--- config.mk ---
export PLATFORM = sky130hd
export DESIGN_NAME = debug_uart_dump_flat
export DESIGN_NICKNAME = d
export VERILOG_FILES = /design/src/rtl/debug_uart_dump_if.sv /design/src/rtl/debug_uart_dump.sv /design/src/flat_wrapper.sv
export SDC_FILE = /design/constraint.sdc
export NUM_CORES = 1
export LEC_CHECK = 0
export ABC_AREA = 1
export CORE_MARGIN = 2
export CORE_UTILIZATION = 35
export CTS_BUF_LIST = sky130_fd_sc_hd__clkbuf_2 sky130_fd_sc_hd__clkbuf_4 sky130_fd_sc_hd__clkbuf_8
export CTS_CLUSTER_SIZE = 10
export DETAILED_ROUTE_END_ITERATION = 8
export SKIP_LAST_GASP = 1
export SYNTH_ARGS = -nofsm -noshare
export SYNTH_HDL_FRONTEND = slang
export SYNTH_SLANG_ARGS = --single-unit
--- constraint.sdc ---
create_clock -name clk -period 1.9 [get_ports clk]
set_clock_uncertainty 0.1 [all_clocks]
set_input_delay 0.38 -clock clk [delete_from_list [all_inputs] [get_ports clk]]
set_output_delay 0.38 -clock clk [all_outputs]
set_load 0.01 [all_outputs]
--- src/rtl/debug_uart_dump_if.sv ---
// -----------------------------------------------------------------------------
// debug_uart_dump_if
// Signal bundle between the debug capture buffer / host side and the UART
// readout stage.
//   start    host/buffer -> dump stage : rising edge requests a dump
//   data_in  buffer -> dump stage      : sample at the current read address
//   next     dump stage -> buffer      : one-cycle read-address advance pulse
//   uart_tx  dump stage -> host        : 8N1 serial line, idle high
//   busy     dump stage -> host        : dump in progress
//   done     dump stage -> host        : one-cycle end-of-dump pulse
// Modports: master = buffer/host side, slave = dump stage.
// -----------------------------------------------------------------------------
interface debug_uart_dump_if #(
  parameter int DWIDTH = 24
) ();
  logic              start;
  logic [DWIDTH-1:0] data_in;
  logic              next;
  logic              uart_tx;
  logic              busy;
  logic              done;

  modport master (
    output start,
    output data_in,
    input  next,
    input  uart_tx,
    input  busy,
    input  done
  );

  modport slave (
    input  start,
    input  data_in,
    output next,
    output uart_tx,
    output busy,
    output done
  );
endinterface

--- src/rtl/debug_uart_dump.sv ---
// -----------------------------------------------------------------------------
// debug_uart_dump
// Readout stage for the debug capture buffer. A rising edge on start walks all
// DEPTH buffer entries; each sample is sent MSB byte first as raw 8N1 UART
// frames. After every sample a one-cycle next pulse advances the buffer read
// address, and the stage waits RD_WAIT cycles for the new data to settle.
// Ports:
//   clk    system clock
//   reset  synchronous, active-high reset
//   bus    debug_uart_dump_if.slave (start, data_in, next, uart_tx, busy, done)
// All outputs are driven straight from registers.
// -----------------------------------------------------------------------------
module debug_uart_dump #(
  parameter int DWIDTH       = 24,
  parameter int DEPTH        = 4096,
  parameter int CLKS_PER_BIT = 1085,
  parameter int RD_WAIT      = 4
) (
  input  logic              clk,
  input  logic              reset,
  debug_uart_dump_if.slave  bus
);

  localparam int NBYTES = (DWIDTH + 7) / 8;
  localparam int SWIDTH = NBYTES * 8;
  localparam int CW     = (DEPTH > 1) ? $clog2(DEPTH) : 1;
  localparam int BW     = $clog2(CLKS_PER_BIT);
  localparam int WW     = (RD_WAIT > 1) ? $clog2(RD_WAIT) : 1;
  localparam int IW     = (NBYTES > 1) ? $clog2(NBYTES) : 1;

  localparam logic [CW-1:0] LAST_SAMPLE = CW'(DEPTH - 1);
  localparam logic [BW-1:0] BIT_RELOAD  = BW'(CLKS_PER_BIT - 1);
  localparam logic [WW-1:0] WAIT_LAST   = WW'(RD_WAIT - 1);
  localparam logic [IW-1:0] TOP_BYTE    = IW'(NBYTES - 1);
  localparam logic [3:0]    STOP_POS    = 4'd9;

  typedef enum logic [2:0] {
    IDLE   = 3'd0,
    SETTLE = 3'd1,
    LOAD   = 3'd2,
    TX     = 3'd3,
    ADV    = 3'd4
  } state_t;

  state_t            state_r;
  logic              start_d_r;
  logic [CW-1:0]     sample_cnt_r;
  logic [WW-1:0]     wait_cnt_r;
  logic [BW-1:0]     bit_cnt_r;
  logic [3:0]        bit_pos_r;     // 0 = start bit, 1..8 = data bits, 9 = stop bit
  logic [IW-1:0]     byte_idx_r;
  logic [SWIDTH-1:0] shift_r;
  logic              tx_r;
  logic              next_r;
  logic              busy_r;
  logic              done_r;

  logic              start_edge_s;
  logic [7:0]        cur_byte_s;

  // Line level for a given frame position of an 8N1 byte (LSB first).
  function automatic logic frame_bit(input logic [7:0] b, input logic [3:0] pos);
    logic r;
    case (pos)
      4'd0:    r = 1'b0;
      4'd1:    r = b[0];
      4'd2:    r = b[1];
      4'd3:    r = b[2];
      4'd4:    r = b[3];
      4'd5:    r = b[4];
      4'd6:    r = b[5];
      4'd7:    r = b[6];
      4'd8:    r = b[7];
      default: r = 1'b1;
    endcase
    return r;
  endfunction

  // Start edge detect and selection of the byte currently being framed.
  always_comb begin
    start_edge_s = bus.start & ~start_d_r;
    cur_byte_s   = shift_r[byte_idx_r*8 +: 8];
  end

  // Dump sequencer: sample walk, UART framing and all registered outputs.
  always_ff @(posedge clk) begin
    if (reset) begin
      state_r      <= IDLE;
      start_d_r    <= 1'b0;
      sample_cnt_r <= '0;
      wait_cnt_r   <= '0;
      bit_cnt_r    <= '0;
      bit_pos_r    <= 4'd0;
      byte_idx_r   <= '0;
      shift_r      <= '0;
      tx_r         <= 1'b1;
      next_r       <= 1'b0;
      busy_r       <= 1'b0;
      done_r       <= 1'b0;
    end else begin
      start_d_r <= bus.start;
      next_r    <= 1'b0;
      done_r    <= 1'b0;
      case (state_r)
        IDLE: begin
          if (start_edge_s) begin
            state_r      <= SETTLE;
            busy_r       <= 1'b1;
            sample_cnt_r <= '0;
            wait_cnt_r   <= '0;
          end else begin
            busy_r <= 1'b0;
          end
        end
        SETTLE: begin
          if (wait_cnt_r == WAIT_LAST) begin
            state_r    <= LOAD;
            wait_cnt_r <= '0;
          end else begin
            wait_cnt_r <= wait_cnt_r + WW'(1);
          end
        end
        LOAD: begin
          // Zero-extension leaves the pad bits of the top byte at 0.
          shift_r    <= SWIDTH'(bus.data_in);
          byte_idx_r <= TOP_BYTE;
          bit_pos_r  <= 4'd0;
          bit_cnt_r  <= BIT_RELOAD;
          tx_r       <= 1'b0;
          state_r    <= TX;
        end
        TX: begin
          if (bit_cnt_r != '0) begin
            bit_cnt_r <= bit_cnt_r - BW'(1);
          end else begin
            bit_cnt_r <= BIT_RELOAD;
            if (bit_pos_r != STOP_POS) begin
              bit_pos_r <= bit_pos_r + 4'd1;
              tx_r      <= frame_bit(cur_byte_s, bit_pos_r + 4'd1);
            end else if (byte_idx_r != '0) begin
              // Next byte starts right after the stop bit, no idle gap.
              byte_idx_r <= byte_idx_r - IW'(1);
              bit_pos_r  <= 4'd0;
              tx_r       <= 1'b0;
            end else begin
              state_r <= ADV;
              tx_r    <= 1'b1;
              next_r  <= 1'b1;
              done_r  <= (sample_cnt_r == LAST_SAMPLE);
            end
          end
        end
        ADV: begin
          if (sample_cnt_r == LAST_SAMPLE) begin
            state_r <= IDLE;
            busy_r  <= 1'b0;
          end else begin
            sample_cnt_r <= sample_cnt_r + CW'(1);
            state_r      <= SETTLE;
          end
        end
        default: begin
          state_r <= IDLE;
          busy_r  <= 1'b0;
          tx_r    <= 1'b1;
        end
      endcase
    end
  end

  assign bus.next    = next_r;
  assign bus.uart_tx = tx_r;
  assign bus.busy    = busy_r;
  assign bus.done    = done_r;

endmodule

--- src/flat_wrapper.sv ---
// flat-port wrapper written by rule: the top's interface ports become plain ports
module debug_uart_dump_flat 
#(
  parameter int DWIDTH       = 24,
  parameter int DEPTH        = 4096,
  parameter int CLKS_PER_BIT = 1085,
  parameter int RD_WAIT      = 4
)
  (clk, reset, bus_start, bus_data_in, bus_next, bus_uart_tx, bus_busy, bus_done);
  debug_uart_dump_if #(.DWIDTH(DWIDTH)) bus_i ();
  input  logic clk;
  input  logic reset;
  input wire logic [$bits(bus_i.start)-1:0] bus_start;
  input wire logic [$bits(bus_i.data_in)-1:0] bus_data_in;
  output wire logic [$bits(bus_i.next)-1:0] bus_next;
  output wire logic [$bits(bus_i.uart_tx)-1:0] bus_uart_tx;
  output wire logic [$bits(bus_i.busy)-1:0] bus_busy;
  output wire logic [$bits(bus_i.done)-1:0] bus_done;
  assign bus_i.start = bus_start;
  assign bus_i.data_in = bus_data_in;
  assign bus_next = bus_i.next;
  assign bus_uart_tx = bus_i.uart_tx;
  assign bus_busy = bus_i.busy;
  assign bus_done = bus_i.done;
  debug_uart_dump #(.DWIDTH(DWIDTH), .DEPTH(DEPTH), .CLKS_PER_BIT(CLKS_PER_BIT), .RD_WAIT(RD_WAIT)) u_core (.clk(clk), .reset(reset), .bus(bus_i));
endmodule
==> metrics.md, run 1 <==
| Metric | Value |
|---|---|
| Outcome | completed |
| Main synth FF type | dfxtp_1 |
| Port Buffers | 30 |
| CTS HTree Levels | 3 |
| First DRT Iteration DRCs | 84 |
| Worst-Skew Late Latency | between 0.3 and 0.4 ns |
| Post-synth EDFFs | 0 |
| Top post-synthesis cells by count | nor2_1 (74), nand2_1 (68), dfxtp_1 (63) |
| DR pass1 iterations | 4 |
| Crit path required time | between 2 and 2.5 ns |
| Setup_tns | 0 ns |
| Number of distinct library cells after synthesis | 37 |
| Worst path arrival time | roughly 1.9 ns |
| Yosys top cell by area | dfxtp_1 |
| Hold Fails Final Rpt | 0 |
| Share of cells above drive strength 1 | 14.68% |
| Total congestion overflow | 0 |
| Longest Clk Path Bufs | 2 |
| Fin worst setup slack | about 0.13 ns |
| CTS root buf | clkbuf_8 |
| RSZ-0062 raised after global routing | yes |
| Core area | 8721 um2 |
| Async S/R FF share, synth | 0% |
| Vias per cell | 4.869 |
| Min Tclk post-route | between 1.5 and 2 ns |
| DR DRC count | 0 |
| Row count | 34 |
| Final antenna-violating net count | 0 |
| ANT cells | 0 |
| Fmax | between 500 and 600 MHz |
| Area share of the largest cell type after synthesis | 39.94% |
| Pleak | between 1.5 and 2 nW |
| Syn Inst Count | about 450 |
| DIE WIDTH | roughly 100 um |
| Vias in the first global route | about 2700 |
| Final Core Density | 46.17% |
| Die area | ~9800 um2 |
| I/O pins | 31 |
| Startpoint class of the critical path | flip-flop |
| First-pass GRT wire length | 12.41 mm |
| Worst-Margin Slew | 0.4484 ns |
| Count leader, synth | nor2_1 |
| Crit Path Category | flip-flop to flip-flop |
| Power, Total | about 0.0050 W |
| Worst-path fanout max | 6 |
| Initial Util | 36.21% |
| Final weighted congestion in routability-driven placement | between 0.8 and 0.9 |
| Total GRT Usage | approximately 16% |
| Final Cycle Share | between 90% and 100% |
| Netlist Area Pre-Place | roughly 3200 um2 |
| # hold bufs at CTS | 0 |
| Post-synthesis sequential area ratio | about 40% |
| Power Density | 1247 nW/um2 |
| Top cells by area, synth | dfxtp_1 (40%), nor2_1 (8.8%), nand2_1 (8.1%) |
| Final Setup Violations | 0 |
| Drt total wl | roughly 7.4 mm |
| Reg clk slew, reported paths | around 0.07 ns |
| Die H | between 90 and 100 um |
| Initial antenna violation count | 0 |
| Syn_area_per_cell | 6.956 um2 |
| CTS tree | built |
| Pin count of the biggest net entering global routing | 34 |
| Routed wire length per instance | between 10 and 15 um |
| Slew headroom | ~70% |
| DP HPWL | between 5 and 6 mm |
| Synthesis Warnings | 0 |
| Place WS | -0.02081 ns |
| Worst min path class | flip-flop to flip-flop |
| Crit path capture type | flip-flop |
| Slew Viols, Final | 0 |
| Flops & latches, synth | 63 |
| Max VDD drop | 0.0004541 V |
| Nets@finish | about 540 |
| Vias | ~3000 |
| Max Cap Viol | 0 |
| Clock sinks | 63 |
| Syn nets | between 400 and 500 |
| CTS Buf Count | 9 |
| Layout overhead on the synthesized area | 27.50% |
## repair_timing
item                                    4_1_cts  5_1_grt
gates resized for setup                       0       18
endpoints found under the setup margin        0       13
buffers inserted                              0        2
## kinds of logic after synthesis
logic type	after synthesis	synth area share, %
AND/OR/NAND/NOR	207	30.23
AO/OA/AOI/OAI	97	16.28
buffers and inverters	74	8.993
flip-flops	63	39.94
adder cells (fa/ha/maj)	8	3.170
XOR/XNOR	5	1.387
## metal layers
layer	wire length, um	GRT usage [%]	vias to the layer above
met1	3574	19.16	1364
li1	-	-	1600
met3	278	3.901	9
met5	0	0	-
met4	113	6.006	0
met2	3425	26.30	41
## cell type report
class	instances	area, um2
clock buffer	13	166.4
multi-input combinational	317	1662
tap	108	135.1
sequential	63	1262
fill	872	4695
clock inverter	3	65.06
timing repair buffer	52	490.5
inverter	63	245.2
## critical path, cell delays in order, from the launching register on
cell	delay (ns)
dfxtp_1	0.34
inv_1	0.08
ha_1	0.17
inv_1	0.04
nor3_1	0.26
nor2_2	0.07
inv_1	0.11
nand4_1	0.23
o211a_1	0.28
## flip-flops by register name, indices dropped and copies added (netlist names)
register             cells
u_core.bit_cnt_r        11
u_core.bit_pos_r         4
u_core.bus.busy          1
u_core.bus.done          1
u_core.bus.next          1
u_core.bus.uart_tx       1
u_core.byte_idx_r        2
u_core.sample_cnt_r     12
u_core.shift_r          24
u_core.start_d_r         1
u_core.state_r           3
u_core.wait_cnt_r        2
## cells in the final DEF, fill, tap and decap left out, types with 2 or more instances in the layout
cell and instances:
inv_4 2, nand2_1 67, clkbuf_8 11, nand4_1 6
ha_1 6, o21ai_0 48, clkbuf_4 2, a21oi_1 34
a211oi_1 2, inv_2 8, inv_1 52, bufinv_16 2
o22ai_1 2, nor4_1 2, clkdlybuf4s50_1 30, a31oi_1 4
nor2_2 7, nand3_2 2, nor3_1 11, nor2_8 2
nand2_2 3, buf_4 20, nor2_1 71, dfxtp_1 62
nand2_4 2, nor3_2 2, xor2_1 5, nand3_1 26
buf_12 2
## final timing paths
path / start / to / slack [ns] / cells after the start
max reg2reg: u_core.bit_pos_r[1]$_SDFFE_PP0P_ / u_core.state_r[0]$_SDFFE_PP0P_ / 0.13 / 8
min: u_core.shift_r[0]$_SDFFE_PP0P_ / u_core.shift_r[0]$_SDFFE_PP0P_ / 0.34 / 2
min reg2reg: u_core.shift_r[0]$_SDFFE_PP0P_ / u_core.shift_r[0]$_SDFFE_PP0P_ / 0.34 / 2
max: u_core.bit_pos_r[1]$_SDFFE_PP0P_ / u_core.state_r[0]$_SDFFE_PP0P_ / 0.13 / 8
## where the power goes
part	internal [W]	switching [W]
logic	0.000748	0.00110
clock network	0.000839	0.000521
registers	0.00162	0.000191
## metrics by stage
stage | area (um2) | std cells | hold WS, ns
floorplan | 3158 | 454 | 0.3200
global placement | 3726 | 601 | 0.3337
detailed placement | 3726 | 601 | 0.3346
CTS | 3958 | 617 | 0.3465
global route | 4026 | 619 | 0.3652
finish | 4026 | 619 | 0.3432
Power figures use the tool's default switching activity.
==> inputs of run 2 (changes only) <==
--- a/config.mk
+++ b/config.mk
@@ -11,6 +11,7 @@
 export CTS_BUF_LIST = sky130_fd_sc_hd__clkbuf_2 sky130_fd_sc_hd__clkbuf_4 sky130_fd_sc_hd__clkbuf_8
 export CTS_CLUSTER_SIZE = 10
 export DETAILED_ROUTE_END_ITERATION = 8
+export PLACE_DENSITY = 0.6
 export SKIP_LAST_GASP = 1
 export SYNTH_ARGS = -nofsm -noshare
 export SYNTH_HDL_FRONTEND = slang
==> results of run 2 <==
No change in the layout: final DEF, timing and power equal those of run 1.
